==> src/rtl/round_ctrl_if.sv <==
// round_ctrl_if: request, mask-unit and result signals of the rounding
// controller. The master side issues requests and supplies the
// combinational mask-unit results. The slave side is round_ctrl.
interface round_ctrl_if #(
  parameter int W = 64
);
  // request handshake
  logic         in_valid;
  logic         in_ready;
  logic [W-1:0] in_sig;
  logic [12:0]  in_sh;
  logic         in_sticky;
  logic [1:0]   in_mode;
  logic         in_sign;
  // external mask unit
  logic [12:0]  mask_sh;
  logic [W-1:0] mask_v;
  logic [W-1:0] mask_w;
  // result handshake
  logic         out_valid;
  logic         out_ready;
  logic [W-1:0] out_sig;
  logic         out_inexact;
  logic         out_carry;

  modport master (
    output in_valid, in_sig, in_sh, in_sticky, in_mode, in_sign,
    output mask_v, mask_w, out_ready,
    input  in_ready, mask_sh, out_valid, out_sig, out_inexact, out_carry
  );

  modport slave (
    input  in_valid, in_sig, in_sh, in_sticky, in_mode, in_sign,
    input  mask_v, mask_w, out_ready,
    output in_ready, mask_sh, out_valid, out_sig, out_inexact, out_carry
  );
endinterface

==> src/rtl/round_ctrl.sv <==
// round_ctrl: rounds a significand at the position marked by an external
// mask unit. The flow is IDLE -> MASK -> ROUND -> DONE.
// The result appears three cycles after the accepting cycle, so one
// result is produced every four cycles.
// Optional feature: define ROUND_CTRL_STATS_EN to add a 16-bit
// saturating count of inexact results on port inexact_cnt.
module round_ctrl #(
  parameter int W = 64
) (
  input  logic              clk,
  input  logic              rst_n,
  round_ctrl_if.slave       bus
`ifdef ROUND_CTRL_STATS_EN
  ,
  output logic [15:0]       inexact_cnt
`endif
);

  typedef enum logic [1:0] {IDLE, MASK, ROUND, DONE} state_t;

  state_t       state_q, state_d;
  logic [W-1:0] sig_q, sig_d;
  logic [12:0]  mask_sh_q, mask_sh_d;
  logic         sticky_q, sticky_d;
  logic [1:0]   mode_q, mode_d;
  logic         sign_q, sign_d;
  logic [W-1:0] v_q, v_d;
  logic [W-1:0] w_q, w_d;
  logic         in_ready_q, in_ready_d;
  logic         out_valid_q, out_valid_d;
  logic [W-1:0] out_sig_q, out_sig_d;
  logic         out_inexact_q, out_inexact_d;
  logic         out_carry_q, out_carry_d;

  // rounding datapath signals, all derived from registered operands
  logic [W-1:0] kept, lost, ulp, half;
  logic         guard, rest, lsb, inc_mode, inc;
  logic [W:0]   sum;
  logic [W-1:0] round_sig;
  logic         round_inexact, round_carry;

  // Rounding arithmetic on the registered sig and the registered mask v
  always_comb begin
    kept  = sig_q & v_q;
    lost  = sig_q & ~v_q;
    ulp   = v_q & ~(v_q << 1);
    half  = ulp >> 1;
    guard = |(lost & half);
    rest  = (|(lost & ~half)) | sticky_q;
    lsb   = |(kept & ulp);
    case (mode_q)
      2'b00:   inc_mode = guard & (rest | lsb);
      2'b01:   inc_mode = 1'b0;
      2'b10:   inc_mode = ~sign_q & (guard | rest);
      default: inc_mode = sign_q & (guard | rest);
    endcase
    // An empty mask has no ulp, so nothing is kept and nothing can round up
    inc = inc_mode & (|v_q);
    sum = {1'b0, kept} + (inc ? {1'b0, ulp} : {(W+1){1'b0}});
    round_carry = sum[W];
    round_sig   = round_carry ? sum[W:1] : sum[W-1:0];
    if (v_q == '0) begin
      round_sig     = '0;
      round_inexact = (|sig_q) | sticky_q;
    end else begin
      round_inexact = guard | rest;
    end
    // w marks left-shift fill bits that are passed through unchanged
    round_sig = round_sig | (sig_q & w_q);
  end

  // Next-state and registered-output logic of the controller FSM
  always_comb begin
    state_d       = state_q;
    sig_d         = sig_q;
    mask_sh_d     = mask_sh_q;
    sticky_d      = sticky_q;
    mode_d        = mode_q;
    sign_d        = sign_q;
    v_d           = v_q;
    w_d           = w_q;
    in_ready_d    = in_ready_q;
    out_valid_d   = out_valid_q;
    out_sig_d     = out_sig_q;
    out_inexact_d = out_inexact_q;
    out_carry_d   = out_carry_q;
    case (state_q)
      IDLE: begin
        if (bus.in_valid && in_ready_q) begin
          sig_d      = bus.in_sig;
          mask_sh_d  = bus.in_sh;
          sticky_d   = bus.in_sticky;
          mode_d     = bus.in_mode;
          sign_d     = bus.in_sign;
          in_ready_d = 1'b0;
          state_d    = MASK;
        end
      end
      MASK: begin
        // mask_sh has been stable for this whole cycle
        v_d     = bus.mask_v;
        w_d     = bus.mask_w;
        state_d = ROUND;
      end
      ROUND: begin
        out_sig_d     = round_sig;
        out_inexact_d = round_inexact;
        out_carry_d   = round_carry;
        out_valid_d   = 1'b1;
        state_d       = DONE;
      end
      DONE: begin
        if (bus.out_ready) begin
          out_valid_d = 1'b0;
          in_ready_d  = 1'b1;
          mask_sh_d   = '0;
          state_d     = IDLE;
        end
      end
      default: state_d = IDLE;
    endcase
  end

  // State and output registers
  always_ff @(posedge clk or negedge rst_n) begin
    if (!rst_n) begin
      state_q       <= IDLE;
      sig_q         <= '0;
      mask_sh_q     <= '0;
      sticky_q      <= 1'b0;
      mode_q        <= 2'b00;
      sign_q        <= 1'b0;
      v_q           <= '0;
      w_q           <= '0;
      in_ready_q    <= 1'b1;
      out_valid_q   <= 1'b0;
      out_sig_q     <= '0;
      out_inexact_q <= 1'b0;
      out_carry_q   <= 1'b0;
    end else begin
      state_q       <= state_d;
      sig_q         <= sig_d;
      mask_sh_q     <= mask_sh_d;
      sticky_q      <= sticky_d;
      mode_q        <= mode_d;
      sign_q        <= sign_d;
      v_q           <= v_d;
      w_q           <= w_d;
      in_ready_q    <= in_ready_d;
      out_valid_q   <= out_valid_d;
      out_sig_q     <= out_sig_d;
      out_inexact_q <= out_inexact_d;
      out_carry_q   <= out_carry_d;
    end
  end

  assign bus.in_ready    = in_ready_q;
  assign bus.mask_sh     = mask_sh_q;
  assign bus.out_valid   = out_valid_q;
  assign bus.out_sig     = out_sig_q;
  assign bus.out_inexact = out_inexact_q;
  assign bus.out_carry   = out_carry_q;

`ifdef ROUND_CTRL_STATS_EN
  logic [15:0] cnt_q, cnt_d;

  // Count inexact results at each completed output handshake, saturating
  always_comb begin
    cnt_d = cnt_q;
    if (state_q == DONE && bus.out_ready && out_inexact_q && cnt_q != 16'hFFFF)
      cnt_d = cnt_q + 16'd1;
  end

  // Statistics register
  always_ff @(posedge clk or negedge rst_n) begin
    if (!rst_n) cnt_q <= '0;
    else        cnt_q <= cnt_d;
  end

  assign inexact_cnt = cnt_q;
`endif

endmodule
==> src/flat_wrapper.sv <==
// flat-port wrapper written by rule: the top's interface ports become plain ports
module round_ctrl_flat 
#(
  parameter int W = 64
)
  (clk, rst_n, bus_in_valid, bus_in_sig, bus_in_sh, bus_in_sticky, bus_in_mode, bus_in_sign, bus_mask_v, bus_mask_w, bus_out_ready, bus_in_ready, bus_mask_sh, bus_out_valid, bus_out_sig, bus_out_inexact, bus_out_carry);
  round_ctrl_if #(.W(W)) bus_i ();
  input  logic clk;
  input  logic rst_n;
  input wire logic [$bits(bus_i.in_valid)-1:0] bus_in_valid;
  input wire logic [$bits(bus_i.in_sig)-1:0] bus_in_sig;
  input wire logic [$bits(bus_i.in_sh)-1:0] bus_in_sh;
  input wire logic [$bits(bus_i.in_sticky)-1:0] bus_in_sticky;
  input wire logic [$bits(bus_i.in_mode)-1:0] bus_in_mode;
  input wire logic [$bits(bus_i.in_sign)-1:0] bus_in_sign;
  input wire logic [$bits(bus_i.mask_v)-1:0] bus_mask_v;
  input wire logic [$bits(bus_i.mask_w)-1:0] bus_mask_w;
  input wire logic [$bits(bus_i.out_ready)-1:0] bus_out_ready;
  output wire logic [$bits(bus_i.in_ready)-1:0] bus_in_ready;
  output wire logic [$bits(bus_i.mask_sh)-1:0] bus_mask_sh;
  output wire logic [$bits(bus_i.out_valid)-1:0] bus_out_valid;
  output wire logic [$bits(bus_i.out_sig)-1:0] bus_out_sig;
  output wire logic [$bits(bus_i.out_inexact)-1:0] bus_out_inexact;
  output wire logic [$bits(bus_i.out_carry)-1:0] bus_out_carry;
  assign bus_i.in_valid = bus_in_valid;
  assign bus_i.in_sig = bus_in_sig;
  assign bus_i.in_sh = bus_in_sh;
  assign bus_i.in_sticky = bus_in_sticky;
  assign bus_i.in_mode = bus_in_mode;
  assign bus_i.in_sign = bus_in_sign;
  assign bus_i.mask_v = bus_mask_v;
  assign bus_i.mask_w = bus_mask_w;
  assign bus_i.out_ready = bus_out_ready;
  assign bus_in_ready = bus_i.in_ready;
  assign bus_mask_sh = bus_i.mask_sh;
  assign bus_out_valid = bus_i.out_valid;
  assign bus_out_sig = bus_i.out_sig;
  assign bus_out_inexact = bus_i.out_inexact;
  assign bus_out_carry = bus_i.out_carry;
  round_ctrl #(.W(W)) u_core (.clk(clk), .rst_n(rst_n), .bus(bus_i));
endmodule
==> config.mk <==
export PLATFORM = sky130hd
export DESIGN_NAME = round_ctrl_flat
export DESIGN_NICKNAME = d
export VERILOG_FILES = /design/src/rtl/round_ctrl_if.sv /design/src/rtl/round_ctrl.sv /design/src/flat_wrapper.sv
export SDC_FILE = /design/constraint.sdc
export NUM_CORES = 1
export LEC_CHECK = 0
export ABC_CLOCK_PERIOD_IN_PS = 7520
export BUFFER_PORTS_ARGS = -buffer_cell sky130_fd_sc_hd__buf_2
export CELL_PAD_IN_SITES_DETAIL_PLACEMENT = 1
export CELL_PAD_IN_SITES_GLOBAL_PLACEMENT = 1
export CORE_MARGIN = 2
export CORE_UTILIZATION = 44
export DETAILED_ROUTE_END_ITERATION = 12
export HOLD_SLACK_MARGIN = 0.08
export PLACE_DENSITY_LB_ADDON = 0.1
export SETUP_SLACK_MARGIN = 0.3
export SKIP_CTS_REPAIR_TIMING = 1
export SYNTH_ARGS = -nofsm -noshare
export SYNTH_HDL_FRONTEND = slang
export SYNTH_SLANG_ARGS = --single-unit
==> constraint.sdc <==
create_clock -name clk -period 7.52 [get_ports clk]
set_clock_uncertainty 0.15 [all_clocks]
set_input_delay 1.504 -clock clk [delete_from_list [all_inputs] [get_ports clk]]
set_output_delay 1.504 -clock clk [all_outputs]
set_load 0.01 [all_outputs]
==> results of run 1 <==
through the flow:
step / utilization [%] / power (W)
5_1_grt: 52.3 / 0.00335
4_1_cts: 52.3 / 0.00329
3_5_place_dp: 49.5 / 0.00162
6_report: 52.3 / 0.00326
3_3_place_gp: 49.5 / 0.00162
2_1_floorplan: - / 0.00153
power groups by stage:
stage | Combinational [W] | Sequential, W | Clock (W)
floorplan | 0.000000958 | 0.00153 | 0
global placement | 0.0000925 | 0.00153 | 0
detailed placement | 0.0000949 | 0.00153 | 0
CTS | 0.0000958 | 0.00150 | 0.00169
global route | 0.000104 | 0.00150 | 0.00174
finish | 0.0000931 | 0.00150 | 0.00167
sequential cells by signal, summed over array words and instances, names as in the netlist:
name and count:
u_core.sign_q 1, u_core.bus.out_inexact 1, u_core.mode_q 2, u_core.state_q 2, u_core.bus.out_carry 1, u_core.v_q 64
u_core.bus.mask_sh 13, u_core.w_q 64, u_core.sig_q 64, u_core.sticky_q 1, u_core.bus.out_valid 1, u_core.bus.in_ready 1
u_core.bus.out_sig 64
layer usage:
layer	vias to the layer above	global-route usage (%)	wire length, um
li1	7396	-	-
met1	8415	46.4	31700
met2	585	56.2	33900
met3	123	7.48	5010
met4	0	12.9	2580
met5	-	0	0
worst max path at each step:
stage,startpoint,end,slack [ns],cells past startpoint
global route,u_core.v_q[49],u_core.bus.out_sig[35],0.38,22
CTS,u_core.v_q[49],u_core.bus.out_sig[58],0.61,24
detailed placement,u_core.v_q[49],u_core.bus.out_sig[36],0.67,22
finish,u_core.v_q[49],u_core.bus.out_sig[36],0.61,23
global placement,u_core.v_q[49],u_core.bus.out_sig[42],0.75,22
floorplan,u_core.v_q[49],u_core.bus.out_sig[56],2.33,23
cell usage in the layout (no fill, tap or decap), types with 39 or more instances in the layout:
cell	n
a21oi_1	107
a22oi_1	70
and2_1	62
buf_2	292
dfrtp_1	278
ha_1	66
inv_1	49
mux2_2	177
nand2_1	220
nand4_1	39
nor2_1	109
nor2b_1	51
nor3b_1	54
o21ai_0	156
xnor2_1	41
critical path, stage by stage (launching register included):
cell and delay [ns]:
dfrtp_1 0.56, nor2b_1 0.25, a22oi_1 0.30, o311a_1 0.22, nand3_1 0.14, or4_1 0.55
nor4_2 0.32, or3_1 0.19, a21oi_1 0.10, o21ai_4 0.10, buf_4 0.40, nor3b_1 0.13
ha_1 0.42, nand4_1 0.34, o221ai_1 0.18, nand2_1 0.13, nand4_1 0.24, a311oi_2 0.40
a21oi_1 0.21, a221o_2 0.52, buf_4 0.26, nand2b_1 0.11, buf_4 0.30, o221ai_1 0.19
kinds of logic after synthesis:
| family | count (synthesis) | synth area share, % |
|---|---|---|
| flip-flops | 279 | 39.4 |
| AO/OA/AOI/OAI | 500 | 18.1 |
| XOR/XNOR | 64 | 3.16 |
| adder cells (fa/ha/maj) | 69 | 4.91 |
| buffers and inverters | 142 | 3.79 |
| AND/OR/NAND/NOR | 627 | 17.7 |
| multiplexers | 207 | 12.9 |
cell type report:
class | instances | area (um^2)
clock inverter | 6 | 80.1
sequential | 279 | 6980
clock buffer | 50 | 1010
inverter | 49 | 184
tap | 525 | 657
timing repair buffer | 325 | 1730
fill | 4592 | 18900
multi-input combinational | 1467 | 10100
antenna | 1 | 2.50
==> metrics, run 1 <==
status=complete, no violations; Hold EP=u_core.bus.mask_sh[3]; Hold Path Cell Cnt=1; Mapped Area=17700 um^2; Synth cell types=82; CP endpoint kind=register; Final nets=2438; post-route ant nets=0; CTS Sinks=279; unrepaired setup endpoints after global routing=no; leading area contributor after synthesis=dfrtp_1; GPL Wtd Cong=0.964; port bufs=293; r2r startpoint=u_core.v_q[49]; vias per cell=6.11; Worst Hold Slack=0.354 ns; Worst-Skew Late Latency=0.56 ns; P_sw=0.000719 W; Non-Filler Instances=2702; max-slew violation count=0; Clk network pwr share=51.1%; Setup TNS Final=0 ns; Logic pwr share=2.9%; Max clock buf depth=3; WL/cell=27.1 um; CP Launch Type=register; pre-CTS setup slack=0.669 ns; maximum VDD drop=140 uV; yosys warns=0; Site Rows=73; 1st-pass router iterations=5; Async SR Flop Fraction=100%; Synth area leaders=dfrtp_1 39%, mux2_2 11%, ha_1 4.8%, nand2_1 4.7%, o21ai_0 4.4%; total wire length=73200 um; Seq cells post-synth=279; pwr dens=157 nW/um^2; initial antenna violation count=1; hold path start=u_core.bus.mask_sh[3]; Sw Ratio=22.1%; placed cell area=19700 um^2; measured slew at the worst slew-check pin=1.07 ns; GRT overflow=0; chip width=205 um; Fmax achieved=145 MHz; total track usage=35.0%; Cells after DPL=2645; Top Ports=294; Mapped Nets=2170; synth cell count leaders=278 x dfrtp_1, 220 x nand2_1, 177 x mux2_2, 156 x o21ai_0, 109 x nor2_1; Max-Cap Viols=0; most common cell in the netlist=dfrtp_1; H-tree depth=2; Area Overhead vs Synth=17.2%; PnR worst setup slack=0.608 ns; Post-route DRC=0; CTS tree=done; clk root buf=clkbuf_16; first-iteration detailed-routing DRC count=1205; Final Hold Fails=0; design internal power=0.00254 W; Hold Path Class=reg -> reg; sequential fraction of the synthesis area=39.4%; Setup Viol. Count Final=0; initial core utilization=44.6%; R2R setup slack=0.61 ns; Core Region=39700 um^2; Final min period=6.91 ns; Post-synth top flop=dfrtp_1; Slew HR=28.9%; first-pass GRT wire length=110000 um; clock transition at the registers of the reported paths=0.06 ns; LEAKAGE=9.70 nW; design area=20800 um^2; worst r2r dst=u_core.bus.out_sig[36]; EDFF count, synth=0; layout cell share with drive strength beyond 1=26.7%; critical path required time=7.77 ns; worst path arrival time=7.16 ns; HPWL Detailed=56500 um; area of the die=41900 um^2; Syn Area/Cell=9.40 um^2; Vias=16500; Die Ht=205 um; worst-path maximum fanout=35; number of global-route vias before repair=17600; worst r2r path cells=23; period utilisation layout=91.9%; sequential power share=46.1%; TritonCTS Buffers=34; Yosys top cell area share=39.2%; Syn Inst Count=1888; largest net degree at the start of global routing=114; critical path class=reg -> reg
(Power assumes the default switching activity.)
==> run 2: changes to the inputs <==
- ABC_CLOCK_PERIOD_IN_PS: 7520 -> 6750
- CTS_CLUSTER_SIZE: default -> 30
- clock period: 7.52 -> 6.75 ns (I/O delays scaled with it)
==> metrics, run 2 (synthesis gave the netlist of run 1 again) <==
status=complete, no violations; design internal power=0.00278 W (+9.6%); Clk network pwr share=50.8% (-0.3 points); pwr dens=170 nW/um^2 (+8.6%); Crit-path slowest cell=dfrtp_1; worst-path maximum fanout=32 (-8.6%); Final Hold Fails=0 (unchanged); CTS Sinks=279 (unchanged); hold path start=u_core.w_q[11]; Logic pwr share=2.9% (about the same); Sw Ratio=22.9% (+0.80 points); first-pass GRT wire length=111000 um (+1.0%); Max-Cap Viols=0 (unchanged); worst path arrival time=6.49 ns (-0.67 ns); most common cell after layout, fill and taps aside=buf_2; post-route ant nets=0 (unchanged); total track usage=35.6% (+0.62 points); Hold Path Cell Cnt=1 (unchanged); CP Launch Type=register; initial core utilization=44.6% (unchanged); unrepaired setup endpoints after global routing=yes; CTS tree=done; Fmax achieved=161 MHz (+11%); Cell Chain, Critical Path=nor2b_1 -> a22oi_1 -> nand2_1 -> a2111oi_0 -> nand4_1 -> nor4_4 -> or3_1 -> a21oi_1 -> o21ai_4 -> buf_12 -> nor3b_1 -> ha_1 -> a21oi_1 -> o211ai_1 -> a21oi_4 -> nor3_2 -> a211o_2 -> o31ai_4 -> o211ai_4 -> a31oi_4 -> xnor2_1 -> a221o_1; Worst-Skew Late Latency=0.57 ns (about the same); H-tree depth=2 (unchanged); CP max stage delay=0.49 ns (-0.07 ns); WL/cell=27.3 um (+0.55%); total wire length=74800 um (+2.1%); clock transition at the registers of the reported paths=0.06 ns (about the same); Post-route DRC=0 (unchanged); sequential power share=46.4% (+0.3 points); Slew HR=28.3% (-0.65 points); Setup Viol. Count Final=0 (unchanged); 1st-pass router iterations=5 (unchanged); chip width=205 um (unchanged); GPL Wtd Cong=1.02 (+5.7%); final core occ=53.3% (+1.0 points); Core Region=39700 um^2 (unchanged); HPWL Detailed=58500 um (+3.5%); Hold Path Class=reg -> reg; vias per cell=6.12 (about the same); Vias=16800 (+1.6%); Setup TNS Final=0 ns (unchanged); crit path buf inv count=1 (-2); critical path required time=7.02 ns (-0.75 ns); Top Ports=294 (unchanged); Die Ht=205 um (unchanged); period utilisation layout=92.1% (+0.19 points); Max clock buf depth=3 (unchanged); r2r startpoint=u_core.v_q[21]; max-slew violation count=0 (unchanged); number of global-route vias before repair=17600 (+0.11%); area of the die=41900 um^2 (unchanged); Site Rows=73 (unchanged); total power=0.00361 W (+11%); worst r2r path cells=22 (-4.3%); CP most frequent cell=a21oi_1; clk root buf=clkbuf_16; maximum VDD drop=158 uV (+13%); crit-path leading delay family=compound AO/OA/AOI/OAI gates; Area Overhead vs Synth=19.5%; layout cell share with drive strength beyond 1=28.5% (+1.8 points); GRT overflow=0 (unchanged); R2R setup slack=0.53 ns (-0.07 ns); Final nets=2474 (+1.5%); measured slew at the worst slew-check pin=1.08 ns (+0.00978 ns); WP depth=22 (-4.3%); P_sw=0.000825 W (+15%); Final min period=6.22 ns (-0.695 ns); fill count=4589 (-0.065%); port bufs=293 (unchanged); CP endpoint kind=register; first-iteration detailed-routing DRC count=1237 (+2.7%); TritonCTS Buffers=34 (unchanged); critical path class=reg -> reg; LEAKAGE=9.95 nW (+2.6%); initial antenna violation count=2 (+1); Worst setup startpoint=u_core.v_q[21]; most frequent cells in the layout=292 x buf_2, 278 x dfrtp_1, 220 x nand2_1; largest net degree at the start of global routing=124 (+8.8%)
-- run 2: changes by cell type in the layout (fill, tap and decap cells not counted), sizes merged --
cell,delta
clkbuf,+1
bufinv,-1
clkinv,+1
inv,+2
clkinvlp,+3
buf,+36
-- run 2: routing by layer --
layer / global-route usage, % / up-vias / share of wire [%]
met5: 0.238 / - / 0.017
met2: 56.8 / 632 / 46
met3: 6.98 / 153 / 7.1
met1: 47.8 / 8523 / 43
li1: - / 7478 / -
met4: 13.5 / 2 / 3.9
-- run 2: layout make-up --
class / instances / area, um^2 / area share, %
Multi-Input combinational cell: 1467 / 10200 / 48.3
Sequential cell: 279 / 6980 / 33.0
Timing Repair Buffer: 361 / 2030 / 9.56
Clock buffer: 51 / 995 / 4.69
Tap cell: 525 / 657 / 3.10
Inverter: 49 / 184 / 0.868
Clock inverter: 11 / 106 / 0.502
Antenna cell: 1 / 2.50 / 0.0118
-- run 2: power by group through the flow --
stage	combinational, W	sequential, W	clock, W
after floorplan	0.00000107	0.00170	0
after global placement	0.000102	0.00170	0
after detailed placement	0.000105	0.00170	0
after CTS	0.000106	0.00167	0.00187
after global routing	0.000115	0.00167	0.00192
final	0.000103	0.00167	0.00183
-- run 2: metrics by stage --
stage | hold WS (ns) | cells | cell area [um^2] | setup slack, ns
after floorplan | 0.330 | 1888 | 17700 | 1.56
after global placement | 0.332 | 2678 | 19900 | 0.185
after detailed placement | 0.339 | 2678 | 19900 | 0.156
after CTS | 0.357 | 2740 | 21000 | 0.118
after global routing | 0.365 | 2743 | 21200 | 0.261
final | 0.354 | 2744 | 21200 | 0.533
-- run 2: path summary, 6_finish.rpt --
kind                                           to
max                        u_core.bus.out_sig[56]
min                                u_core.w_q[11]
max reg2reg                u_core.bus.out_sig[56]
min reg2reg                        u_core.w_q[11]
max in group asynchronous          u_core.w_q[50]
min in group asynchronous          u_core.w_q[31]
-- run 2: worst register-to-register path, stage by stage (launching register included) --
cell       delay [ns]
dfrtp_1          0.49
nor2b_1          0.20
a22oi_1          0.32
nand2_1          0.08
a2111oi_0        0.42
nand4_1          0.33
nor4_4           0.40
or3_1            0.15
a21oi_1          0.10
o21ai_4          0.12
buf_12           0.22
nor3b_1          0.09
ha_1             0.39
a21oi_1          0.27
o211ai_1         0.27
a21oi_4          0.37
nor3_2           0.09
a211o_2          0.34
o31ai_4          0.40
o211ai_4         0.18
a31oi_4          0.23
xnor2_1          0.12
a221o_1          0.36
